$ cat src/rtl/seq_nr_divider_if.sv
// Handshake and operand/result bundle for seq_nr_divider.
// SEQ_NR_DIVIDER_SIGNED_DIV_EN adds the is_signed request field.
interface seq_nr_divider_if #(
    parameter int WIDTH = 8
);
    logic             start;
    logic [WIDTH-1:0] dividend;
    logic [WIDTH-1:0] divisor;
`ifdef SEQ_NR_DIVIDER_SIGNED_DIV_EN
    logic             is_signed;
`endif
    logic             busy;
    logic             done;
    logic [WIDTH-1:0] quotient;
    logic [WIDTH-1:0] remainder;
    logic             div_by_zero;

    modport master (
`ifdef SEQ_NR_DIVIDER_SIGNED_DIV_EN
        output is_signed,
`endif
        output start, dividend, divisor,
        input  busy, done, quotient, remainder, div_by_zero
    );

    modport slave (
`ifdef SEQ_NR_DIVIDER_SIGNED_DIV_EN
        input  is_signed,
`endif
        input  start, dividend, divisor,
        output busy, done, quotient, remainder, div_by_zero
    );
endinterface

$ cat src/rtl/seq_nr_divider.sv
// Self-sequenced non-restoring divider with start/busy/done handshake and divide-by-zero flag.
// Optional signed mode: define SEQ_NR_DIVIDER_SIGNED_DIV_EN.
module seq_nr_divider #(
    parameter int WIDTH = 8
) (
    input logic            clk,
    input logic            reset,
    seq_nr_divider_if.slave bus
);
    localparam int CW = $clog2(WIDTH);

    typedef enum logic [1:0] {IDLE, ITER, CORRECT, DONE} state_t;

    state_t           state, state_next;
    logic [CW-1:0]    cnt;
    logic [WIDTH:0]   r_q;
    logic [WIDTH-1:0] q_q, d_q;
    logic [WIDTH-1:0] quot_q, rem_q;
    logic             dz_q;

    logic [WIDTH:0]   d_ext, r_shift, r_step, r_fix;
    logic [WIDTH-1:0] a_mag, b_mag, quot_fin, rem_fin;
    logic             accept, is_zero;

`ifdef SEQ_NR_DIVIDER_SIGNED_DIV_EN
    logic neg_quot_q, neg_rem_q;
    logic sign_a, sign_b;
`endif

    assign accept  = (state == IDLE) && bus.start;
    assign is_zero = (bus.divisor == '0);

    // Operand magnitudes are loaded so the iteration itself is always unsigned
    always_comb begin
`ifdef SEQ_NR_DIVIDER_SIGNED_DIV_EN
        sign_a = bus.is_signed & bus.dividend[WIDTH-1];
        sign_b = bus.is_signed & bus.divisor[WIDTH-1];
        a_mag  = sign_a ? -bus.dividend : bus.dividend;
        b_mag  = sign_b ? -bus.divisor  : bus.divisor;
`else
        a_mag  = bus.dividend;
        b_mag  = bus.divisor;
`endif
    end

    always_comb begin
        d_ext   = {1'b0, d_q};
        r_shift = {r_q[WIDTH-1:0], q_q[WIDTH-1]};
        r_step  = r_q[WIDTH] ? (r_shift + d_ext) : (r_shift - d_ext);
        r_fix   = r_q[WIDTH] ? (r_q + d_ext) : r_q;
`ifdef SEQ_NR_DIVIDER_SIGNED_DIV_EN
        quot_fin = neg_quot_q ? -q_q : q_q;
        rem_fin  = neg_rem_q  ? -r_fix[WIDTH-1:0] : r_fix[WIDTH-1:0];
`else
        quot_fin = q_q;
        rem_fin  = r_fix[WIDTH-1:0];
`endif
    end

    always_ff @(posedge clk or negedge reset) begin
        if (!reset) state <= IDLE;
        else        state <= state_next;
    end

    always_comb begin
        state_next = state;
        case (state)
            IDLE:    if (bus.start) state_next = is_zero ? DONE : ITER;
            ITER:    if (cnt == CW'(WIDTH - 1)) state_next = CORRECT;
            CORRECT: state_next = DONE;
            DONE:    state_next = IDLE;
            default: state_next = IDLE;
        endcase
    end

    always_ff @(posedge clk or negedge reset) begin
        if (!reset) begin
            cnt    <= '0;
            r_q    <= '0;
            q_q    <= '0;
            d_q    <= '0;
            quot_q <= '0;
            rem_q  <= '0;
            dz_q   <= 1'b0;
`ifdef SEQ_NR_DIVIDER_SIGNED_DIV_EN
            neg_quot_q <= 1'b0;
            neg_rem_q  <= 1'b0;
`endif
        end else begin
            case (state)
                IDLE: if (accept) begin
                    if (is_zero) begin
                        quot_q <= '1;
                        rem_q  <= bus.dividend;
                        dz_q   <= 1'b1;
                    end else begin
                        r_q <= '0;
                        q_q <= a_mag;
                        d_q <= b_mag;
                        cnt <= '0;
`ifdef SEQ_NR_DIVIDER_SIGNED_DIV_EN
                        neg_quot_q <= sign_a ^ sign_b;
                        neg_rem_q  <= sign_a;
`endif
                    end
                end
                ITER: begin
                    r_q <= r_step;
                    q_q <= {q_q[WIDTH-2:0], ~r_step[WIDTH]};
                    cnt <= cnt + 1'b1;
                end
                CORRECT: begin
                    r_q    <= r_fix;
                    quot_q <= quot_fin;
                    rem_q  <= rem_fin;
                    dz_q   <= 1'b0;
                end
                default: ;
            endcase
        end
    end

    assign bus.busy        = (state != IDLE);
    assign bus.done        = (state == DONE);
    assign bus.quotient    = quot_q;
    assign bus.remainder   = rem_q;
    assign bus.div_by_zero = dz_q;
endmodule
$ cat src/flat_wrapper.sv
// flat-port wrapper written by rule: the top's interface ports become plain ports
module seq_nr_divider_flat 
#(
    parameter int WIDTH = 8
)
  (clk, reset, bus_start, bus_dividend, bus_divisor, bus_busy, bus_done, bus_quotient, bus_remainder, bus_div_by_zero);
  seq_nr_divider_if #(.WIDTH(WIDTH)) bus_i ();
  input logic clk;
  input logic reset;
  input wire logic [$bits(bus_i.start)-1:0] bus_start;
  input wire logic [$bits(bus_i.dividend)-1:0] bus_dividend;
  input wire logic [$bits(bus_i.divisor)-1:0] bus_divisor;
  output wire logic [$bits(bus_i.busy)-1:0] bus_busy;
  output wire logic [$bits(bus_i.done)-1:0] bus_done;
  output wire logic [$bits(bus_i.quotient)-1:0] bus_quotient;
  output wire logic [$bits(bus_i.remainder)-1:0] bus_remainder;
  output wire logic [$bits(bus_i.div_by_zero)-1:0] bus_div_by_zero;
  assign bus_i.start = bus_start;
  assign bus_i.dividend = bus_dividend;
  assign bus_i.divisor = bus_divisor;
  assign bus_busy = bus_i.busy;
  assign bus_done = bus_i.done;
  assign bus_quotient = bus_i.quotient;
  assign bus_remainder = bus_i.remainder;
  assign bus_div_by_zero = bus_i.div_by_zero;
  seq_nr_divider #(.WIDTH(WIDTH)) u_core (.clk(clk), .reset(reset), .bus(bus_i));
endmodule
$ cat config.mk
export PLATFORM = sky130hd
export DESIGN_NAME = seq_nr_divider_flat
export DESIGN_NICKNAME = d
export VERILOG_FILES = /design/src/rtl/seq_nr_divider_if.sv /design/src/rtl/seq_nr_divider.sv /design/src/flat_wrapper.sv
export SDC_FILE = /design/constraint.sdc
export NUM_CORES = 1
export LEC_CHECK = 0
export ABC_AREA = 1
export ABC_CLOCK_PERIOD_IN_PS = 5800
export CAP_MARGIN = 20
export CELL_PAD_IN_SITES_DETAIL_PLACEMENT = 2
export CELL_PAD_IN_SITES_GLOBAL_PLACEMENT = 2
export CORE_MARGIN = 4
export CORE_UTILIZATION = 35
export CTS_CLUSTER_SIZE = 12
export DETAILED_ROUTE_END_ITERATION = 16
export GPL_TIMING_DRIVEN = 0
export HOLD_SLACK_MARGIN = 0.05
export PLACE_DENSITY_LB_ADDON = 0.1
export SLEW_MARGIN = 20
export SYNTH_ARGS = -nofsm -noshare
export SYNTH_HDL_FRONTEND = slang
export SYNTH_SLANG_ARGS = --single-unit
$ cat constraint.sdc
create_clock -name clk -period 5.8 [get_ports clk]
set_clock_uncertainty 0.05 [all_clocks]
set_input_delay 0.87 -clock clk [delete_from_list [all_inputs] [get_ports clk]]
set_output_delay 0.87 -clock clk [all_outputs]
set_load 0.05 [all_outputs]
## Word-level counts from Yosys, hierarchy flattened

Index checks and enable logic that the tools add are counted.

| word-level totals | value |
|---|---|
| bits in registers | 47 |
| latch bits | 0 |
| bits in writable memories | 0 |
| bits in read-only memories | 0 |
| input bits | 19 |
| output and inout bits | 19 |
| logic and storage cells | 59 |
| memories | 0 |

| operators by class | value |
|---|---|
| $add $sub $neg | 4 |
| $mul | 0 |
| div/mod/pow operators | 0 |
| magnitude comparators | 0 |
| equal/unequal tests | 9 |
| shift operators | 0 |
| muxes and demuxes | 24 |
| bitwise operators | 2 |
| reductions and logical operators | 12 |

Operators by type and width:

| cell | count |
|---|---|
| $mux 8 | 6 |
| $pmux 8 s2 | 3 |
| $mux 9 | 4 |
| $pmux 9 s3 | 1 |
| $add 9x8->9 | 2 |
| $reduce_and 3->1 | 4 |
| $sub 9x8->9 | 1 |
| $logic_not 8->1 | 1 |
| $pmux 2 s4 | 1 |
| $mux 2 | 3 |
| $mux 3 | 2 |
| $ne 2x1->1 const B | 3 |
| $pmux 3 s2 | 1 |
| $reduce_bool 2->1 | 3 |
| $eq 2x2->1 const B | 2 |
| $ne 2x2->1 const B | 2 |
| $add 3x1->3 const B | 1 |
| $eq 3x3->1 const B | 1 |
| $reduce_bool 3->1 | 1 |
| $eq 2x1->1 const B | 1 |
| $logic_not 2->1 | 1 |
| $mux 1 | 2 |
| $not 1->1 | 2 |
| $pmux 1 s2 | 1 |
| 2 further kinds | 2 |

## Depth between registers and ports, before layout

Gate-level depths: netlist of run 1.

| depth | value |
|---|---|
| word-level depth | 4 |
| depth in mapped cells | 19 |
| depth with buffers taken out | 19 |

## Worst setup path before layout of run 1

No wires, ideal clock.

| timing path | value |
|---|---|
| kind | reg-to-reg |
| start | register u_core.d_q[1] |
| end | register u_core.r_q[8] |
| setup time | 0.116 ns |
| arrival | 2.048 ns |
| slack | 3.586 ns |
| cell stages (with the launch flop) | 17 |
| path buffers | 0 |
| clock period less this slack | 2.214 ns |
| cell sequence | dfrtp_1 -> inv_1 -> ha_1 -> inv_1 -> o21ai_0 -> inv_1 -> fa_1 -> inv_1 -> nand3_1 -> nand2_1 -> nand2_1 -> nand2_1 -> nand3_1 -> nand3_1 -> nand2_1 -> nand2_1 -> nand2_1 |

| between the ends | value |
|---|---|
| word-level cells in the longest chain between the ends | 3 |
| elaborated cells between the ends (all ways) | 6 |
| those cells by class | add/sub (3); mux (3) |

Ends and longest elaborated chain:

| item | RTL line | text |
|---|---|---|
| from (decl) | seq_nr_divider.sv:17 | `logic [WIDTH-1:0] q_q, d_q;` |
| from (signal assigned) | seq_nr_divider.sv:99 | `d_q <= b_mag;` |
| $add 9x8->9, or another cell as far along | seq_nr_divider.sv:50 | `r_fix = r_q[WIDTH] ? (r_q + d_ext) : r_q;` |
| $mux 9 (on tied branches) | seq_nr_divider.sv:50, seq_nr_divider.sv:49 |  |
| $pmux 9 s3 * | seq_nr_divider.sv:90 | `case (state)` |
| to (signal assigned) | seq_nr_divider.sv:108 | `r_q <= r_step;` |
| to (signal assigned) | seq_nr_divider.sv:113 | `r_q <= r_fix;` |
| to (decl) | seq_nr_divider.sv:16 | `logic [WIDTH:0] r_q;` |

Every way passes the cells marked *; elsewhere a longest branch is shown, timed or not.
A chain may end at the register's enable or synchronous reset.

## Final worst setup path of run 1

| timing path | value |
|---|---|
| start | register u_core.r_q[8] |
| end | register u_core.r_q[8] |

| between the ends | value |
|---|---|
| word-level cells in the longest chain between the ends | 3 |
| elaborated cells between the ends (all ways) | 4 |
| those cells by class | add/sub (1); mux (3) |

Ends and longest elaborated chain:

| item | RTL line |
|---|---|
| $add 9x8->9 | seq_nr_divider.sv:50 |
| $mux 9 | seq_nr_divider.sv:50 |
| $pmux 9 s3 * | seq_nr_divider.sv:90 |

Marked as above.

==> impl_metrics.ini, run 1 <==
[status]
status = finished, final reports clean

[detailed_routing]
drt-initial-drc-count = 137
wl_um = 12100
routedWlPerCell_um = 20.3
vias = 3234
dr.pass1.iters = 4
postRouteAntennaNets = 0
drc = 0
via_per_inst = 5.41

[floorplan]
rows = 34
num_io_pins = 38
dieArea_um2 = 10900
coreArea_um2 = 8890
die_w_um = 104
die_y_um = 104
start_util = 0.366

[logic_synthesis]
yosysSeqAreaShare = 0.361
synth_common_cells = nand2_1, inv_1, dfrtp_1
synthCells = 445
synth_edf_count = 0
synth_most_common_cell = nand2_1
synthArstFlopShare = 1.00
ys.flop_type = dfrtp_1
yosysTopAreaCellShare = 0.361
ys_types = 33
synth_seq_cells = 47
ys_warn_count = 0
synth_area_leaders = dfrtp_1, nand2_1, ha_1
synth_top_cell_by_area = dfrtp_1
netlist_area_um2 = 3260
synth_nets = 489
synth_area_per_cell_um2 = 7.32

[timing]
timing_hold_violations_final = 0
report.final.slew_viol_count = 0
period_minus_slack_ns = 3.05
setup_violations = 0
period_share = 0.527
finalSetupTns_ns = 0
slew_headroom = 0.551
tightest_slew_ns = 0.674
timing.fmax_ghz = 0.327
rsz0062_at_grt = false

[placed_design]
finalWeightedCongestion = 0.790
place_area_um2 = 3760
dpl.hpwl_um = 8940
io_buffer_count = 37

[global_routing]
grt_overflow = 0
grt_util_all_layers = 0.229
grt_max_degree = 48
grt_pass1_vias = 3653
grt_antenna_before_repair = 0
grt_pass1_wl_um = 19600

[clocking]
cts.path.max_buffers = 2
post-cts-setup-buffer-count = 0
cts.sinks = 47
htree_levels = 2
cts_hold_buffers = 0
cts_buffers = 5
root_buffer = clkbuf_8
cts_tree = done
clkTransAtPathRegs_ns = 0.10
insertion_delay_ns = 0.32
cts_resized = 0

[cells_and_area]
fin_area_um2 = 3900
ff_latch_area_um2 = 1180
multi_input_area_um2 = 1770
drive_gt1_frac = 0.0694
num-nets-final = 533
syn_to_final_growth_pct = 19.7
diodes = 0
fill_cells = 1039

[setup_path]
worstRegToRegCells = 16
crit_family = simple AND/OR/NAND/NOR gates
slowest_delay_ns = 0.46
r2r_end = u_core.r_q[8]
setup.worst_path.start = u_core.r_q[8]
crit_slowest_cell = clkbuf_1
arrival_ns = 3.23
timing.reg2reg.setup_slack_ns = 2.75
cp.depth = 16
path_common_cell = nand2_1
cp-start-kind = flop
end_kind = flop
crit_chain = clkbuf_2 -> clkbuf_1 -> nand2_1 -> o21ai_0 -> inv_1 -> fa_1 -> inv_1 -> nand3_1 -> nand2_1 -> nand2_1 -> nand2_1 -> nand3_1 -> nand3_1 -> nand2_1 -> nand2_1 -> nand2_1
critPathMaxFanout = 10
crit_type = reg2reg
r2r_start = u_core.r_q[8]
crit_path_end = u_core.r_q[8]
cp.required_ns = 5.97
worst-path-buf-inv = 4

[job]
cap_violations = 0

[worst_hold_path]
min_path_type = reg2reg
hold_path_startpoint = u_core.bus.quotient[6]
hold_depth = 2
cells by family after synthesis:
family	after synthesis	synth area share
simple gates	218	0.287
buf+inv	75	0.0968
compound gates	74	0.139
flops	47	0.361
fa+ha+maj	25	0.101
xor+xnor	6	0.0161
flip-flops by register name, summed over array words and instances, names as in the netlist:
signal	count
u_core.bus.remainder	8
u_core.state	2
u_core.cnt	3
u_core.d_q	8
u_core.bus.div_by_zero	1
u_core.bus.quotient	8
u_core.q_q	8
u_core.r_q	9
layer usage:
metal,vias up,track usage,wire length [um]
li1,1518,-,-
met1,1608,0.286,5240
met2,79,0.402,6060
met3,29,0.0286,415
met4,0,0.0826,394
met5,-,0,0
tightest hold or removal path: stages (launching register included):
cell and delay (ns):
dfrtp_1 0.36, nand2_1 0.06, o21ai_2 0.05
how the worst min path moves through the flow:
stage	endpoint	slack (ns)
2_1_floorplan	u_core.cnt[1]	0.40
3_3_place_gp	u_core.bus.div_by_zero	0.41
3_5_place_dp	u_core.bus.quotient[6]	0.42
4_1_cts	u_core.bus.quotient[6]	0.45
5_1_grt	u_core.bus.quotient[6]	0.47
6_report	u_core.bus.quotient[6]	0.44
layout make-up:
class	instances	share of cell area
multi-input combinational	323	0.453
sequential	47	0.302
timing repair buffer	37	0.0943
inverter	64	0.0616
tap	108	0.0346
buffer	11	0.0192
clock inverter	3	0.0183
clock buffer	5	0.0176
through the flow:
step,hold WS [ns],worst slack (ns),instances,utilization
4_1_cts,0.448,2.77,598,0.439
2_1_floorplan,0.403,3.59,445,-
5_1_grt,0.475,2.49,598,0.439
3_3_place_gp,0.405,2.21,590,0.423
3_5_place_dp,0.422,2.85,590,0.423
6_report,0.442,2.75,598,0.439
layout by cell type (no fill, tap or decap), drive strengths merged:
| cell | n |
|---|---|
| a211oi | 2 |
| a21oi | 17 |
| a31oi | 6 |
| buf | 8 |
| bufinv | 2 |
| clkbuf | 9 |
| clkdlybuf4s50 | 36 |
| dfrtp | 47 |
| fa | 2 |
| ha | 23 |
| inv | 65 |
| nand2 | 140 |
| nand3 | 29 |
| nand3b | 2 |
| nand4 | 5 |
| nor2 | 40 |
| nor3 | 2 |
| o211ai | 8 |
| o21a | 1 |
| o21ai | 36 |
| o22ai | 3 |
| o2bb2ai | 1 |
| xor2 | 6 |
Power of run 1 is left out: the tool's default activity adds up to more than one toggle a clock period on the data nets, which glitch-free logic cannot reach.
==> inputs of run 2 (changes only) <==
--- a/config.mk
+++ b/config.mk
@@ -6,12 +6,12 @@
 export NUM_CORES = 1
 export LEC_CHECK = 0
 export ABC_AREA = 1
-export ABC_CLOCK_PERIOD_IN_PS = 5800
+export ABC_CLOCK_PERIOD_IN_PS = 2600
 export CAP_MARGIN = 20
 export CELL_PAD_IN_SITES_DETAIL_PLACEMENT = 2
 export CELL_PAD_IN_SITES_GLOBAL_PLACEMENT = 2
 export CORE_MARGIN = 4
-export CORE_UTILIZATION = 35
+export CORE_UTILIZATION = 29
 export CTS_CLUSTER_SIZE = 12
 export DETAILED_ROUTE_END_ITERATION = 16
 export GPL_TIMING_DRIVEN = 0
==> constraint.sdc (replaced) <==
create_clock -name clk -period 2.6 [get_ports clk]
set_clock_uncertainty 0.05 [all_clocks]
set_input_delay 0.39 -clock clk [delete_from_list [all_inputs] [get_ports clk]]
set_output_delay 0.39 -clock clk [all_outputs]
set_load 0.05 [all_outputs]
==> run 2 against run 1 <==
Compared with the run above:
- register-to-register slack worse by 2.6 ns
- clock-buffer cell count stayed put
- design area grew 5.0%
- via count fell by 1.7%
- first-iteration DRC count decreased by 29%
- critical path type is now reg2out
- critical endpoint is now bus_busy
==> impl_metrics.ini, run 2 (synthesized netlist as in run 1, its figures left out) <==
[cells_and_area]
diodes = 0
largest_reg_flops = 9
multi_input_area_um2 = 1820
ff_latch_area_um2 = 1180
final_common_cell = nand2_1
num-nets-final = 540
syn_to_final_growth_pct = 25.7
top_register = u_core.r_q
final_core_util = 0.374
layout_common_cells = nand2_1, inv_1, dfrtp_1, clkdlybuf4s50_1, nor2_1
drive_gt1_frac = 0.113
fill_cells = 1312

[floorplan]
start_util = 0.298
dieArea_um2 = 13000
rows = 38
num_io_pins = 38
die_w_um = 114
coreArea_um2 = 10900
die_y_um = 114

[worst_hold_path]
min_path_type = in2async

[setup_path]
crit_type = reg2out
cp.required_ns = 2.16
critPathMaxFanout = 7
r2r_end = u_core.r_q[8]
r2r_start = u_core.d_q[2]
end_kind = primary output
timing.reg2reg.setup_slack_ns = 0.16
cp-start-kind = flop
arrival_ns = 2.03
worstRegToRegCells = 15
setup.worst_path.start = u_core.state[0]

[detailed_routing]
dr.pass1.iters = 4
routedWlPerCell_um = 17.7
postRouteAntennaNets = 0
drt-initial-drc-count = 97
wl_um = 11300
drc = 0
top_layer = met4
met3WireLength_um = 204
wirelength_met1_um = 5510
via_per_inst = 4.99
met2_length_um = 5450
vias = 3180

[global_routing]
grt_pass1_vias = 3298
grt_pass1_wl_um = 18000
grt_util_all_layers = 0.179
grt_antenna_before_repair = 0
grt_max_degree = 48
grt_overflow = 0

[timing]
tightest_slew_ns = 0.704
timing.fmax_ghz = 0.406
period_share = 0.948
timing_hold_violations_final = 0
slew_headroom = 0.531
setup_violations = 0
setup_ws_ns = 0.134
report.final.slew_viol_count = 0
period_minus_slack_ns = 2.47

[clocking]
insertion_delay_ns = 0.30
cts_buffers = 5
clkTransAtPathRegs_ns = 0.07
cts_hold_buffers = 0
cts.path.max_buffers = 2
cts_tree = done
root_buffer = clkbuf_16
htree_levels = 2
cts.sinks = 47

[job]
cap_violations = 0

[placed_design]
finalWeightedCongestion = 0.780
place_ws_ns = -0.357
io_buffer_count = 37
dpl.hpwl_um = 8610

[status]
status = finished, final reports clean
run 2: cell count changes in the layout (fill, tap and decap cells not counted), moves of 2 or more:
cell,change
buf_4,+8
clkbuf_16,+5
clkbuf_8,-5
a21oi_1,-3
a21oi_2,+3
o21ai_0,-3
clkinvlp_4,+2
inv_1,-2
nand2_1,-2
nand2_2,+2
o21ai_2,+2
run 2: routing by layer:
layer  track usage  vias to the layer above
li1              -                     1529
met1         0.250                     1613
met2         0.296                       31
met3        0.0265                        7
met4        0.0333                        0
met5             0                        -
run 2: critical path, cell delays in order, from the launching register on:
cell and delay (ns):
dfrtp_1 0.40, inv_1 0.09, ha_1 0.30, inv_1 0.13
clkdlybuf4s50_1 0.81
run 2: layout make-up:
class,count,share of cell area
plain buffers,11,0.0214
clock buffers,5,0.0306
clock inverters,3,0.0113
inverters,64,0.0596
multi-input cells,323,0.444
flip-flops and latches,47,0.288
well taps,140,0.0428
repair buffers,44,0.103
run 2: what timing repair did:
item                                    CTS  global route
pin swaps                                 1             5
setup buffers                             3             4
endpoints found under the setup margin    7             5
gates resized for setup                  12            14
run 2: metrics by stage:
stage	instance area (um^2)	hold slack, ns	setup TNS, ns	cells
3_5_place_dp	3800	0.419	-1.26	622
4_1_cts	4020	0.104	0	633
6_report	4100	0.0669	0	637
2_1_floorplan	3260	0.0444	0	445
3_3_place_gp	3800	0.407	-30.46	622
5_1_grt	4100	0.119	-0.0935	637
run 2: worst max-delay path by stage:
stage | endpoint | slack [ns] | cells after the start
6_report | bus_busy | 0.13 | 4
5_1_grt | u_core.r_q[8] | -0.04 | 15
4_1_cts | u_core.r_q[8] | 0.02 | 18
3_5_place_dp | u_core.r_q[8] | -0.36 | 16
3_3_place_gp | u_core.cnt[1] | -0.64 | 1
2_1_floorplan | u_core.r_q[8] | 0.39 | 16
Power of run 2 is left out for the same reason.
==> inputs of run 3 (changes only) <==
--- a/config.mk
+++ b/config.mk
@@ -6,12 +6,12 @@
 export NUM_CORES = 1
 export LEC_CHECK = 0
 export ABC_AREA = 1
-export ABC_CLOCK_PERIOD_IN_PS = 2600
+export ABC_CLOCK_PERIOD_IN_PS = 2900
 export CAP_MARGIN = 20
 export CELL_PAD_IN_SITES_DETAIL_PLACEMENT = 2
 export CELL_PAD_IN_SITES_GLOBAL_PLACEMENT = 2
 export CORE_MARGIN = 4
-export CORE_UTILIZATION = 29
+export CORE_UTILIZATION = 35
 export CTS_CLUSTER_SIZE = 12
 export DETAILED_ROUTE_END_ITERATION = 16
 export GPL_TIMING_DRIVEN = 0
==> constraint.sdc (replaced) <==
create_clock -name clk -period 2.9 [get_ports clk]
set_clock_uncertainty 0.05 [all_clocks]
set_input_delay 0.435 -clock clk [delete_from_list [all_inputs] [get_ports clk]]
set_output_delay 0.435 -clock clk [all_outputs]
set_load 0.05 [all_outputs]
==> run 3 against run 2 <==
Compared with the run above:
- flip-flop and latch count is the same
- design area shrank 3.3%
- register-to-register slack gained 0.06 ns
- first-iteration DRC count grew 52%
- die area shrank 16%
- critical path type is now reg2reg
==> impl_metrics.ini, run 3 (synthesized netlist as in run 1, its figures left out) <==
[cells_and_area]
final_core_util = 0.445
fin_area_um2 = 3960
diodes = 0
final_common_cell = nand2_1
fill_cells = 1037
syn_to_final_growth_pct = 21.6
drive_gt1_frac = 0.0931
top_register = u_core.r_q
largest_reg_flops = 9
layout_common_cells = nand2_1, inv_1, dfrtp_1, clkdlybuf4s50_1, nor2_1
num-nets-final = 537

[setup_path]
crit_type = reg2reg
end_kind = flop
timing.reg2reg.setup_slack_ns = 0.22
critPathMaxFanout = 10
r2r_end = u_core.r_q[8]
cp.required_ns = 3.06
cp-start-kind = flop
worstRegToRegCells = 16
r2r_start = u_core.r_q[8]
arrival_ns = 2.84

[detailed_routing]
routedWlPerCell_um = 20.2
drt-initial-drc-count = 147
dr.pass1.iters = 4
vias = 3224
drc = 0
wl_um = 12200
postRouteAntennaNets = 0
via_per_inst = 5.36

[clocking]
root_buffer = clkbuf_8
cts_hold_buffers = 0
cts_tree = done
cts_buffers = 5
cts.sinks = 47
clkTransAtPathRegs_ns = 0.11
htree_levels = 2
cts.path.max_buffers = 2
insertion_delay_ns = 0.32

[placed_design]
io_buffer_count = 37
place_area_um2 = 3760
finalWeightedCongestion = 0.790
dpl.hpwl_um = 8940

[timing]
slew_headroom = 0.558
finalSetupTns_ns = 0
period_minus_slack_ns = 2.68
timing.fmax_ghz = 0.374
setup_violations = 0
period_share = 0.923
tightest_slew_ns = 0.663
report.final.slew_viol_count = 0
timing_hold_violations_final = 0

[floorplan]
num_io_pins = 38
rows = 34
die_y_um = 104
coreArea_um2 = 8890
dieArea_um2 = 10900
start_util = 0.366
die_w_um = 104

[global_routing]
grt_pass1_wl_um = 19600
grt_antenna_before_repair = 0
grt_max_degree = 48
grt_pass1_vias = 3653
grt_overflow = 0
grt_util_all_layers = 0.229

[job]
cap_violations = 0

[status]
status = finished, final reports clean

[worst_hold_path]
min_path_type = in2async
## run 3: changes by cell type in the layout (fill, tap and decap cells not counted), moves of 3 or more
cell / previous run / this run
clkbuf_16: 5 / 0
clkbuf_8: 0 / 5
a21oi_1: 14 / 17
a21oi_2: 3 / 0
buf_4: 11 / 8
## run 3: critical path, stage by stage (launching register included)
cell	delay, ns
dfrtp_1	0.33
clkbuf_2	0.23
clkbuf_4	0.28
nand2_1	0.10
o21ai_2	0.09
inv_1	0.09
fa_1	0.44
inv_1	0.14
nand3_1	0.11
nand2_2	0.16
nand2_1	0.07
nand2_1	0.07
nand3_1	0.07
nand3_1	0.14
nand2_1	0.07
nand2_1	0.06
nand2_1	0.06
## run 3: area by class of cell
| cell class | instances | area [um^2] | share of cell area |
|---|---|---|---|
| Clock buffer | 5 | 68.8 | 0.0174 |
| Multi-Input combinational cell | 323 | 1780 | 0.450 |
| Timing Repair Buffer | 41 | 398 | 0.101 |
| Buffer | 11 | 81.3 | 0.0205 |
| Inverter | 64 | 244 | 0.0616 |
| Clock inverter | 3 | 71.3 | 0.0180 |
| Sequential cell | 47 | 1180 | 0.297 |
| Tap cell | 108 | 135 | 0.0341 |
## run 3: what timing repair did
item	CTS	global route
resized for setup	4	9
endpoints found under the setup margin	4	6
setup buffers	0	4
## run 3: worst max-delay path by stage
stage	start	to	slack [ns]	cells past startpoint
after floorplan	u_core.d_q[1]	u_core.r_q[8]	0.69	16
after global placement	reset	u_core.cnt[1]	-0.26	1
after detailed placement	u_core.r_q[8]	u_core.r_q[8]	-0.05	16
after CTS	u_core.d_q[0]	u_core.r_q[8]	0.07	16
after global routing	u_core.d_q[1]	u_core.r_q[8]	-0.006	18
final	u_core.r_q[8]	u_core.r_q[8]	0.22	16
## run 3: layer usage
metal  wire, um  up-vias  track usage  share of wire
li1           -     1537            -              -
met1       5300     1588        0.286           0.44
met2       6110       72        0.402           0.50
met3        371       27       0.0286          0.031
met4        376        0       0.0826          0.031
met5          0        -            0              0
## run 3: through the flow
| stage | hold slack (ns) | setup WS [ns] | cells |
|---|---|---|---|
| 2_1_floorplan | 0.0894 | 0.686 | 445 |
| 3_3_place_gp | 0.405 | -0.255 | 590 |
| 3_5_place_dp | 0.422 | -0.0539 | 590 |
| 4_1_cts | 0.106 | 0.0714 | 598 |
| 5_1_grt | 0.141 | -0.00556 | 602 |
| 6_report | 0.0858 | 0.224 | 602 |
Power of run 3 is left out for the same reason.
